--- src/rtl/joy_db15_pkg.sv ---
// Shared definitions for the DB15 joystick serial link (button map, FSM states).
// Latency: n/a (types and constants only).
// Backpressure: n/a.
package joy_db15_pkg;

    localparam int BTN_BITS_DEF = 12;
    localparam int PLAYERS_DEF  = 2;

    // Button bit positions inside one player word
    localparam int BTN_R      = 0;
    localparam int BTN_L      = 1;
    localparam int BTN_D      = 2;
    localparam int BTN_U      = 3;
    localparam int BTN_A      = 4;
    localparam int BTN_B      = 5;
    localparam int BTN_C      = 6;
    localparam int BTN_D2     = 7;
    localparam int BTN_E      = 8;
    localparam int BTN_F      = 9;
    localparam int BTN_SELECT = 10;
    localparam int BTN_START  = 11;

    typedef enum logic [1:0] {
        ST_IDLE,
        ST_LOAD,
        ST_SHIFT,
        ST_DONE
    } state_t;

    // Number of serial bits in one frame
    function automatic int frame_bits(input int players, input int btn_bits);
        return players * btn_bits;
    endfunction

endpackage

--- src/rtl/joy_db15_sync_edge.sv ---
// Synchronizes one asynchronous pin and reports its level plus rising/falling edges.
// Latency: SYNC_STAGES clk cycles to level; edges valid in the same cycle as the new level.
// Backpressure: none; free-running, flops reset high so releasing reset shows no edge.
module sync_edge #(
    parameter int SYNC_STAGES = 2
) (
    input  logic clk,
    input  logic reset_n,
    input  logic din,
    output logic level,
    output logic rise,
    output logic fall
);

    logic [SYNC_STAGES-1:0] sync_q;
    logic                   prev_q;

    // Metastability chain followed by the edge-detect history flop
    always_ff @(posedge clk or negedge reset_n) begin
        if (!reset_n) begin
            sync_q <= '1;
            prev_q <= 1'b1;
        end else begin
            sync_q[0] <= din;
            for (int i = 1; i < SYNC_STAGES; i++) begin
                sync_q[i] <= sync_q[i-1];
            end
            prev_q <= sync_q[SYNC_STAGES-1];
        end
    end

    assign level = sync_q[SYNC_STAGES-1];
    assign rise  = level & ~prev_q;
    assign fall  = ~level & prev_q;

endmodule

--- src/rtl/joy_db15_tx.sv ---
// DB15 joystick transmitter: latches two player words on joy_load, shifts them out on joy_clk.
// Latency: pin edge to joy_data change is SYNC_STAGES+1 clk cycles.
// Backpressure: none; the receiver paces the link, joy_load low always restarts a frame.
module joy_db15_tx
    import joy_db15_pkg::*;
#(
    parameter int BTN_BITS    = BTN_BITS_DEF,
    parameter int PLAYERS     = PLAYERS_DEF,
    parameter int SYNC_STAGES = 2
) (
    input  logic                clk,
    input  logic                reset_n,
    input  logic [BTN_BITS-1:0] joy1,
    input  logic [BTN_BITS-1:0] joy2,
    input  logic                joy_clk,
    input  logic                joy_load,
    output logic                joy_data,
    output logic                frame_done,
    output logic [7:0]          frame_cnt,
    output logic                busy
);

    localparam int FRAME = frame_bits(PLAYERS, BTN_BITS);
    localparam int CNT_W = $clog2(FRAME);
    localparam logic [CNT_W-1:0] LAST_BIT = CNT_W'(FRAME - 1);

    logic clk_lvl, clk_rise, clk_fall;
    logic load_lvl, load_rise, load_fall;

    state_t             state;
    logic [FRAME-1:0]   sreg;
    logic [FRAME-1:0]   load_word;
    logic [CNT_W-1:0]   bit_cnt;

    sync_edge #(.SYNC_STAGES(SYNC_STAGES)) u_sync_clk (
        .clk     (clk),
        .reset_n (reset_n),
        .din     (joy_clk),
        .level   (clk_lvl),
        .rise    (clk_rise),
        .fall    (clk_fall)
    );

    sync_edge #(.SYNC_STAGES(SYNC_STAGES)) u_sync_load (
        .clk     (clk),
        .reset_n (reset_n),
        .din     (joy_load),
        .level   (load_lvl),
        .rise    (load_rise),
        .fall    (load_fall)
    );

    // A low load level already covers the falling edge, and clock level/fall carry no meaning here
    logic unused_sync;
    assign unused_sync = &{1'b0, clk_lvl, clk_fall, load_fall};

    // Active-low frame image: player 1 in the low bits so joy1[0] leaves first; unused slots read as pull-ups
    always_comb begin
        load_word = '1;
        for (int i = 0; i < BTN_BITS; i++) begin
            load_word[i] = ~joy1[i];
            if (PLAYERS > 1) begin
                load_word[BTN_BITS + i] = ~joy2[i];
            end
        end
    end

    // Frame FSM; load has priority over everything, so a clock edge coinciding with load never shifts
    always_ff @(posedge clk or negedge reset_n) begin
        if (!reset_n) begin
            state      <= ST_IDLE;
            sreg       <= '1;
            bit_cnt    <= '0;
            joy_data   <= 1'b1;
            frame_done <= 1'b0;
            frame_cnt  <= 8'd0;
            busy       <= 1'b0;
        end else begin
            frame_done <= 1'b0;
            if (!load_lvl) begin
                // Transparent latch phase: track the live button words until load rises
                state    <= ST_LOAD;
                sreg     <= load_word;
                bit_cnt  <= '0;
                joy_data <= ~joy1[BTN_R];
                busy     <= 1'b1;
            end else begin
                unique case (state)
                    ST_IDLE: begin
                        joy_data <= 1'b1;
                        busy     <= 1'b0;
                    end
                    ST_LOAD: begin
                        // Level is high here only after a rise; the snapshot stays as last loaded
                        if (load_rise) begin
                            state <= ST_SHIFT;
                        end
                    end
                    ST_SHIFT: begin
                        if (clk_rise) begin
                            if (bit_cnt == LAST_BIT) begin
                                state      <= ST_DONE;
                                sreg       <= '1;
                                joy_data   <= 1'b1;
                                frame_done <= 1'b1;
                                frame_cnt  <= frame_cnt + 8'd1;
                                busy       <= 1'b0;
                            end else begin
                                sreg     <= {1'b1, sreg[FRAME-1:1]};
                                bit_cnt  <= bit_cnt + CNT_W'(1);
                                joy_data <= sreg[1];
                            end
                        end
                    end
                    ST_DONE: begin
                        // Serial-in is tied high once the chain is empty
                        joy_data <= 1'b1;
                        busy     <= 1'b0;
                    end
                    default: begin
                        state <= ST_IDLE;
                    end
                endcase
            end
        end
    end

endmodule

--- config.mk ---
export PLATFORM = sky130hd
export DESIGN_NAME = joy_db15_tx
export DESIGN_NICKNAME = d
export VERILOG_FILES = /design/src/rtl/joy_db15_pkg.sv /design/src/rtl/joy_db15_sync_edge.sv /design/src/rtl/joy_db15_tx.sv
export SDC_FILE = /design/constraint.sdc
export NUM_CORES = 1
export LEC_CHECK = 0
export CAP_MARGIN = 20
export CORE_ASPECT_RATIO = 0.7
export CORE_MARGIN = 3
export CORE_UTILIZATION = 45
export CTS_CLUSTER_DIAMETER = 30
export CTS_CLUSTER_SIZE = 30
export DETAILED_ROUTE_END_ITERATION = 12
export PLACE_DENSITY = 0.7
export SLEW_MARGIN = 10
export SYNTH_ARGS = -nofsm -noshare
export SYNTH_HDL_FRONTEND = slang
export SYNTH_SLANG_ARGS = --single-unit
export TNS_END_PERCENT = 100
--- constraint.sdc ---
create_clock -name clk -period 1.7 [get_ports clk]
set_input_delay 0.255 -clock clk [delete_from_list [all_inputs] [get_ports clk]]
set_output_delay 0.255 -clock clk [all_outputs]
set_load 0.01 [all_outputs]
==> results of run 1 <==
[cells in the mapped netlist, types with 2 or more instances]
master and number:
a21oi_1 7, dfrtp_1 17, buf_2 2, dfstp_2 30, a31oi_1 2, o21ai_0 28
buf_4 4, clkbuf_1 8, nand3_1 8, ha_1 4, xor2_1 5, or3_1 2
nor3_1 27, nand4_1 2, o22ai_1 22, nor2b_1 2, nand2_1 4, xnor2_1 2
nor4_1 3, inv_1 2
[cells in the final DEF, fill, tap and decap left out, types with 4 or more instances in the layout]
cell type	n
clkdlybuf4s50_1	37
dfstp_2	30
o21ai_0	28
nor3_1	27
o22ai_1	22
buf_4	18
dfrtp_1	17
nand3_1	8
a21oi_1	7
clkbuf_8	7
xor2_1	5
nand2_1	4
ha_1	4
[worst max path at each step]
stage	cells after the start	slack [ps]	end
2_1_floorplan	5	150	joy_data$_DFFE_PN1P_
3_3_place_gp	5	110	joy_data$_DFFE_PN1P_
3_5_place_dp	5	30	joy_data$_DFFE_PN1P_
4_1_cts	5	10	joy_data$_DFFE_PN1P_
5_1_grt	4	-2	bit_cnt[3]$_DFFE_PN0P_
6_report	5	70	joy_data$_DFFE_PN1P_
[routing by layer]
| metal | up-vias | GRT usage (%) | share of wire [%] |
|---|---|---|---|
| met5 | - | 0 | 0 |
| met1 | 817 | 24.0 | 50 |
| met3 | 7 | 4.84 | 5.3 |
| met2 | 49 | 24.0 | 43 |
| li1 | 840 | - | - |
| met4 | 0 | 6.51 | 1.4 |
[cell families after synthesis]
family | Yosys count
adders and majority gates | 4
xor gates and xnor gates | 7
and+or+nand+nor | 58
buffers and inverters | 17
DFF | 47
muxes | 1
AOI/OAI and AO/OA | 63
[sequential cells by signal, summed over array words and instances, names as in the netlist]
register / flops
frame_done: 1
joy_data: 1
u_sync_clk.prev_q: 1
sreg: 23
state: 2
u_sync_load.sync_q: 2
u_sync_load.prev_q: 1
bit_cnt: 5
frame_cnt: 8
u_sync_clk.sync_q: 2
busy: 1
[power by group through the flow]
stage	clock network (mW)	logic [mW]	registers (mW)
after floorplan	0	0.266	1.38
after global placement	0	0.469	1.38
after detailed placement	0	0.476	1.38
after CTS	0.763	0.484	1.37
after global routing	0.804	0.603	1.38
final	0.729	0.543	1.37
[repair_timing]
| action | CTS | global route |
|---|---|---|
| hold buffers | 1 | 0 |
| setup buffers | 0 | 7 |
| endpoints found under the hold margin | 7 | 0 |
| endpoints found under the setup margin | 0 | 5 |
| gates resized for setup | 0 | 5 |
[worst reg2reg max path, stage by stage (launching register included)]
cell,delay [ps]
dfrtp_1,380
inv_1,60
ha_1,300
or3b_1,400
a2111oi_2,330
a221oi_1,80
[layout make-up]
type                       instances  area [sq um]  share of cell area (%)
tap                               55          68.8                    2.48
inverter                           3          15.0                   0.542
clock buffer                       8           100                    3.61
sequential                        47          1210                    43.8
multi-input combinational        133           835                    30.1
timing repair buffer              58           541                    19.5
==> flow_summary_export.csv, run 1 <==
group,metric,value,unit
outcome,status,"complete, no violations",
global_route,grt_usage,16.8,%
logic_synthesis,yosysWarningCount,0,
clocking,clock_sinks,47,
logic_synthesis,synth_compound_area_share,17.0,%
logic_synthesis,yosysUniqueCellTypes,36,
logic_synthesis,synth-seq-area-share,57.5,%
global_route,grt_start_max_net_pins,35,
drt,routed_wl,4520,um
critical_path,critPathSlowestCell,"or3b_1",
global_route,overflow,0,
hold_path,hold_path_class,"in -> reg",
clocking,htreeDepth,2,
clocking,clkTransAtPathRegs,80,ps
critical_path,ff2ff_path_depth,5,
global_route,first_global_vias,1577,
timing,final.setup.worst_slack,68.8,ps
logic_synthesis,synth_edf_count,0,
timing,fin_crit_sh,96.0,%
timing,whs,355,ps
floorplanning,die_area,5560,sq um
logic_synthesis,synth-simple-area-share,15.9,%
logic_synthesis,synth.cell_area,2110,sq um
drt,vias,1713,
timing,fmax,613,MHz
drt,first_pass_iters,4,
logic_synthesis,synthArstFlopShare,100,%
critical_path,required,1920,ps
timing,setup_viol,0,
drt,drc,0,
critical_path,reg2reg_from,"state[0]$_DFFE_PN0P_",
logic_synthesis,synth-seq-cells,47,
logic_synthesis,syn-num-nets,229,
logic_synthesis,yosys-top-cells-area,"dfstp_2 (37%), dfrtp_1 (20%), o21ai_0 (6.6%)",
hold_path,hold_path_depth,1,
clocking,root_buffer,"clkbuf_8",
power,ir_drop,0.000609,V
drt,ant_nets,0,
critical_path,cp_top_family,"compound AO/OA/AOI/OAI gates",
layout,num-nets-final,280,
timing,tns,0,ps
power,share_seq_of_total_power,51.8,%
power,swShare,26.2,%
global_route,grt_pass1_wl,7360,um
logic_synthesis,synthCells,197,
layout,drive_gt1_share,25.7,%
timing,max-slew-margin-rel,72.2,%
place,post_dp_cell_area,2590,sq um
layout,fin_area,2770,sq um
drt,wl_per_cell,14.9,um
logic_synthesis,synth_top_family_by_area,"compound AO/OA/AOI/OAI gates",
logic_synthesis,synthAdderAreaFrac,2.37,%
timing,tightest_slew,417,ps
clocking,cts_tree,"built",
critical_path,reg2reg_to,"joy_data$_DFFE_PN1P_",
layout,area_growth,31.4,%
floorplanning,initial_core_util,47.7,%
critical_path,reg2reg_slack,70,ps
global_route,grt_antenna_before_repair,0,
floorplanning,die_w,87.9,um
place,routabilityCongestion,0.790,
layout,stdcell_count,304,
power,pwr-share-comb,20.6,%
hold_path,hold_path.startpoint,"joy_load",
clocking,insertion_delay,300,ps
critical_path,cp.arrival,1850,ps
timing,fin_crit,1630,ps
layout,final_util,62.6,%
place,dp.cells,288,
place,io_buffers,38,
logic_synthesis,synth.area.mux_share,0.533,%
place,post-dp-hpwl,2900,um
critical_path,crit_path_end_kind,"register",
power,powerDensity,952,nW/um^2
critical_path,crit_chain,"inv_1 > ha_1 > or3b_1 > a2111oi_2 > a221oi_1",
layout,fillerInstances,362,
power,p_int,1.95,mW
drt,drt_iter0_markers,141,
drt,viasPerCell,5.63,
logic_synthesis,synth_xor_area_share,2.90,%
timing,slew_violations,0,
logic_synthesis,synth_top_area_cell,"dfstp_2",
critical_path,timing.critical_path.buf_inv,1,
power,clkPwrFrac,27.6,%
critical_path,critPathLaunchType,"register",
logic_synthesis,avgSynthCellArea,10.7,sq um
logic_synthesis,ys.flop_type,"dfstp_2",
critical_path,crit_start,"state[0]$_DFFE_PN0P_",
floorplanning,die_h,63.3,um
critical_path,worstPathMaxFanout,3,
clocking,cts_made_buffers,5,
job,cap_violations,0,
power,cellLeakagePower,1.13,nW
hold_path,hold_path_end,"u_sync_load.sync_q[0]$_DFF_PN1_",
layout,diodes,0,
timing,fin_worst_skew,5.62,ps
critical_path,critical_path_class,"reg -> reg",
power,switchingPower,0.691,mW
place,dpl_worst_slack,25.6,ps
clocking,clock_path_buffers,2,
timing,hold_viol_final,0,
floorplanning,num_io_pins,39,
logic_synthesis,yosysTopAreaCellShare,37.3,%
power,finalPower,2.64,mW
critical_path,cpPeakStageDelay,400,ps
floorplanning,placementRows,20,
floorplanning,core,4430,sq um
Note: power is estimated with default switching activity, not from simulation.
==> run 2, diff against run 1 <==
CORE_MARGIN = 2   (was 3)
==> run 2 against run 1 <==
Net effect: the flow now finishes with violations (design-rule violations); setup slack better by 13 ps; cell area is 3.5% lower; clock-buffer cell count is 2 lower; register-to-register slack hardly changed; die area is 5.4% lower; largest cell class unchanged.
==> flow_summary_export.csv, run 2 (synthesis results as in run 1) <==
group,metric,value,unit
outcome,status,"finished, violations left",
outcome,violations,"design-rule violations",
drt,drc,2,
critical_path,worstPathMaxFanout,3,
clocking,clock_sinks,47,
layout,top_register,"sreg",
critical_path,critPathSlowestCell,"or3b_1",
drt,viasPerCell,5.51,
layout,stdcell_count,293,
timing,final.setup.worst_slack,81.8,ps
layout,largest_reg_flops,23,
clocking,root_buffer,"clkbuf_8",
power,powerDensity,945,nW/um^2
layout,final_cell_mix,"clkdlybuf4s50_1 (37), dfstp_2 (30), o21ai_0 (28), nor3_1 (27), o22ai_1 (22)",
timing,fin_worst_skew,4.69,ps
timing,fmax,618,MHz
floorplanning,num_io_pins,39,
timing,hold_viol_final,0,
critical_path,crit_chain,"inv_1 > ha_2 > or3b_1 > a2111oi_4 > a221oi_1",
global_route,grt_antenna_before_repair,0,
floorplanning,initial_core_util,47.7,%
clocking,cts_made_buffers,5,
timing,slew_violations,0,
global_route,grt_usage,17.8,%
power,finalPower,2.53,mW
timing,tns,0,ps
clocking,insertion_delay,300,ps
timing,setup_viol,0,
drt,routed_wl,4240,um
layout,drive_gt1_share,21.8,%
floorplanning,placementRows,20,
floorplanning,die_w,85.9,um
drt,wl_per_cell,14.5,um
floorplanning,die_area,5260,sq um
critical_path,required,1920,ps
global_route,grt_pass1_wl,7040,um
timing,whs,349,ps
critical_path,critPathLaunchType,"register",
floorplanning,core,4430,sq um
drt,first_pass_iters,9,
place,post-dp-hpwl,2820,um
timing,fin_crit,1620,ps
place,dpl_worst_slack,52.3,ps
clocking,clock_path_buffers,2,
place,routabilityCongestion,0.814,
layout,area_growth,26.8,%
global_route,overflow,0,
timing,fin_crit_sh,95.2,%
place,post_dp_cell_area,2560,sq um
clocking,cts_setup_buffers,0,
layout,final_util,60.4,%
floorplanning,die_h,61.3,um
timing,tightest_slew,482,ps
layout,fin_area,2680,sq um
layout,num-nets-final,269,
critical_path,cp.arrival,1840,ps
global_route,first_global_vias,1508,
layout,top_regs,"sreg x23, frame_cnt x8, bit_cnt x5",
timing,max-slew-margin-rel,67.9,%
power,ir_drop,0.000767,V
drt,ant_nets,0,
power,cellLeakagePower,1.06,nW
hold_path,hold_path_class,"in -> reg",
critical_path,reg2reg_slack,80,ps
critical_path,cpPeakStageDelay,410,ps
layout,diodes,0,
layout,regArea,1210,sq um
place,io_buffers,38,
global_route,grt_start_max_net_pins,48,
clocking,clkTransAtPathRegs,80,ps
job,cap_violations,0,
critical_path,crit_path_end_kind,"register",
clocking,cts_tree,"built",
drt,vias,1613,
layout,multi_input_area,840,sq um
layout,final_common_cell,"clkdlybuf4s50_1",
place,dp.cells,284,
clocking,htreeDepth,2,
critical_path,critical_path_class,"reg -> reg",
layout,fillerInstances,382,
drt,drt_iter0_markers,100,
-- run 2: cell types whose count changed in the layout (fill, tap and decap cells not counted), sizes merged --
cell	delta
clkbuf	-2
buf	-11
clkinv	+2
-- run 2: report_power, final --
| part | internal, mW | total (mW) | leakage [nW] | switching (mW) |
|---|---|---|---|---|
| registers | 1.30 | 1.37 | 0.544 | 0.0719 |
| logic | 0.256 | 0.504 | 0.476 | 0.248 |
| clock network | 0.288 | 0.657 | 0.0412 | 0.369 |
| total | 1.84 | 2.53 | 1.06 | 0.689 |
-- run 2: critical path: cells and delay by family (launching register included) --
kind / cells / cell delay, ps
AOI/OAI and AO/OA: 2 / 400
adders and majority gates: 1 / 260
buffers and inverters: 1 / 70
DFF: 1 / 400
and+or+nand+nor: 1 / 410
-- run 2: path summary, 6_finish.rpt --
| path | from | to | cells past startpoint |
|---|---|---|---|
| min reg2reg | u_sync_load.sync_q[0]$_DFF_PN1_ | u_sync_load.sync_q[1]$_DFF_PN1_ | 0 |
| max | state[0]$_DFFE_PN0P_ | joy_data$_DFFE_PN1P_ | 5 |
| max in group asynchronous | reset_n | sreg[3]$_DFFE_PN1P_ | 3 |
| max reg2reg | state[0]$_DFFE_PN0P_ | joy_data$_DFFE_PN1P_ | 5 |
| min in group asynchronous | reset_n | frame_done$_DFF_PN0_ | 2 |
| min | joy_load | u_sync_load.sync_q[0]$_DFF_PN1_ | 1 |
-- run 2: area by class of cell --
cell class,instances,share of cell area (%)
sequential,47,45.3
multi-input combinational,133,31.4
timing repair buffer,47,17.1
clock buffer,6,2.71
tap,55,2.57
clock inverter,2,0.468
inverter,3,0.421
-- run 2: routing by layer --
metal / share of wire [%] / up-vias / global-route usage (%)
met5: 0 / - / 0
li1: - / 822 / -
met3: 4.4 / 6 / 5.09
met4: 1.1 / 0 / 7.03
met1: 53 / 745 / 25.4
met2: 42 / 40 / 25.8
-- run 2: repair_timing --
item                                    in CTS  in global routing
gates resized for setup                      0                  5
endpoints found under the setup margin       0                  7
hold endpoints to repair                    12                  0
hold buffers                                 1                  0
==> run 3, diff against run 2 <==
CELL_PAD_IN_SITES_DETAIL_PLACEMENT = 2   (was not set)
CELL_PAD_IN_SITES_GLOBAL_PLACEMENT = 2   (was not set)
CORE_UTILIZATION = 33   (was 45)
PLACE_DENSITY = not set   (was 0.7)
PLACE_DENSITY_LB_ADDON = 0.1   (was not set)
==> run 3 against run 2 <==
Net effect: the run now ends clean; clock skew up 1.4 ps; core utilization shrank 15 points; routed wire length rose by 48%; combinational power rose by 23%; register-to-register slack worse by 60 ps; sequential power hardly changed; critical path type unchanged; critical endpoint is now bit_cnt[3]$_DFFE_PN0P_; largest power group unchanged.
==> flow_summary_export.csv, run 3 (synthesis results as in run 1) <==
group,metric,value,unit
outcome,status,"complete, no violations",
place,io_buffers,38,
drt,first_pass_iters,4,
job,cap_violations,0,
global_route,grt_pass1_wl,9990,um
floorplanning,num_io_pins,39,
place,routabilityCongestion,0.792,
power,pwr-share-comb,23.3,%
clocking,cts_made_buffers,5,
timing,fin_crit,1680,ps
timing,fmax,594,MHz
layout,top_regs,"sreg x23, frame_cnt x8, bit_cnt x5",
critical_path,crit_path_end_kind,"register",
layout,num-nets-final,276,
clocking,clkTransAtPathRegs,90,ps
layout,drive_gt1_share,26.9,%
floorplanning,placementRows,24,
drt,vias,1789,
layout,area_growth,33.9,%
timing,max-slew-margin-rel,70.4,%
timing,tightest_slew,444,ps
floorplanning,die_area,7060,sq um
power,ir_drop,0.000362,V
critical_path,worstPathMaxFanout,8,
critical_path,cp.arrival,1900,ps
floorplanning,die_h,70.9,um
clocking,cts_tree,"built",
hold_path,hold_path_class,"in -> async",
global_route,grt_use_met1,23.4,%
drt,viasPerCell,5.54,
clocking,clock_sinks,47,
timing,tns,0,ps
layout,fillerInstances,648,
global_route,grtUsageMet2,30.3,%
global_route,grtUsageMet3,3.66,%
critical_path,critPathLaunchType,"register",
power,p_int,1.89,mW
drt,drc,0,
power,clkPwrFrac,24.7,%
timing,setup_viol,0,
clocking,htreeDepth,2,
layout,final_common_cell,"clkdlybuf4s50_1",
critical_path,critical_path_class,"reg -> reg",
timing,fin_crit_sh,99.0,%
clocking,root_buffer,"clkbuf_8",
timing,rsz0062_at_grt,"yes",
global_route,grt_busiest_layer,"met2",
clocking,clock_path_buffers,2,
power,powerDensity,942,nW/um^2
drt,drt_iter0_markers,44,
global_route,first_global_vias,1959,
layout,diodes,0,
drt,ant_nets,0,
floorplanning,core,6220,sq um
global_route,overflow,0,
drt,wl_per_cell,19.5,um
timing,slew_violations,0,
layout,top_register,"sreg",
timing,hold_viol_final,0,
floorplanning,die_w,99.6,um
power,switchingPower,0.775,mW
place,post-dp-hpwl,4080,um
critical_path,required,1920,ps
power,share_seq_of_total_power,52.0,%
clocking,insertion_delay,300,ps
power,swShare,29.1,%
timing,fin_worst_skew,6.09,ps
global_route,grt_start_max_net_pins,34,
global_route,grt_antenna_before_repair,0,
floorplanning,initial_core_util,34.0,%
layout,largest_reg_flops,23,
layout,final_cell_mix,"clkdlybuf4s50_1 (37), dfstp_2 (30), o21ai_0 (28), nor3_1 (27), o22ai_1 (22)",
clocking,hold_buffers,0,
drt,routed_wl,6290,um
global_route,grt_usage,18.0,%
power,cellLeakagePower,1.14,nW
place,dp.cells,306,
layout,stdcell_count,323,
[run 3: changes by cell type in the layout (fill, tap and decap cells not counted), sizes merged]
cell,delta
buf,+8
dlygate4sd3,-1
[run 3: cell type report]
| cell class | instances | area, sq um | share of cell area (%) |
|---|---|---|---|
| Inverter | 3 | 15.0 | 0.531 |
| Tap cell | 78 | 97.6 | 3.45 |
| Clock inverter | 2 | 7.51 | 0.266 |
| Sequential cell | 47 | 1210 | 42.9 |
| Clock buffer | 6 | 72.6 | 2.57 |
| Multi-Input combinational cell | 133 | 897 | 31.7 |
| Timing Repair Buffer | 54 | 523 | 18.5 |
[run 3: worst paths after layout]
kind | slack (ps) | from | to | cells after the start
max | 20 | bit_cnt[0]$_DFFE_PN0P_ | bit_cnt[3]$_DFFE_PN0P_ | 4
min | 200 | reset_n | sreg[17]$_DFFE_PN1P_ | 1
max reg2reg | 20 | bit_cnt[0]$_DFFE_PN0P_ | bit_cnt[3]$_DFFE_PN0P_ | 4
min reg2reg | 360 | u_sync_clk.sync_q[0]$_DFF_PN1_ | u_sync_clk.sync_q[1]$_DFF_PN1_ | 0
max in group asynchronous | 1230 | reset_n | u_sync_load.prev_q$_DFF_PN1_ | 2
min in group clk | 350 | joy_clk | u_sync_clk.sync_q[0]$_DFF_PN1_ | 1
[run 3: routing by layer]
| metal | vias up | wire length, um |
|---|---|---|
| li1 | 826 | - |
| met1 | 924 | 2770 |
| met2 | 35 | 3300 |
| met3 | 4 | 164 |
| met4 | 0 | 62 |
| met5 | - | 0 |
[run 3: power groups by stage]
stage / Sequential [mW] / Combinational (mW) / Clock (mW)
floorplan: 1.38 / 0.266 / 0
detailed placement: 1.40 / 0.499 / 0
CTS: 1.38 / 0.563 / 0.683
global placement: 1.38 / 0.452 / 0
finish: 1.38 / 0.620 / 0.659
global route: 1.40 / 0.672 / 0.732
[run 3: stage by stage]
stage	setup WS [ps]	hold WS [ps]	power (mW)	area (sq um)	util (%)
detailed placement	-126	349	1.89	2580	41.5
floorplan	149	-40.6	1.64	2110	-
global route	-71.3	229	2.80	2830	45.5
CTS	8.80	212	2.63	2710	43.6
finish	16.8	200	2.66	2830	45.5
global placement	66.9	347	1.83	2580	41.5
[run 3: timing repair]
item / CTS / global route
hold endpoints to repair: 0 / 0
gates resized for setup: 6 / 14
endpoints found under the setup margin: 27 / 31
pin swaps: 1 / 1
setup buffers: 2 / 7
[run 3: worst max-delay path, cell delays in order (launching register included)]
cell and delay (ps):
dfrtp_1 440, ha_2 250, and4b_4 260, or4_4 510, a21oi_1 150
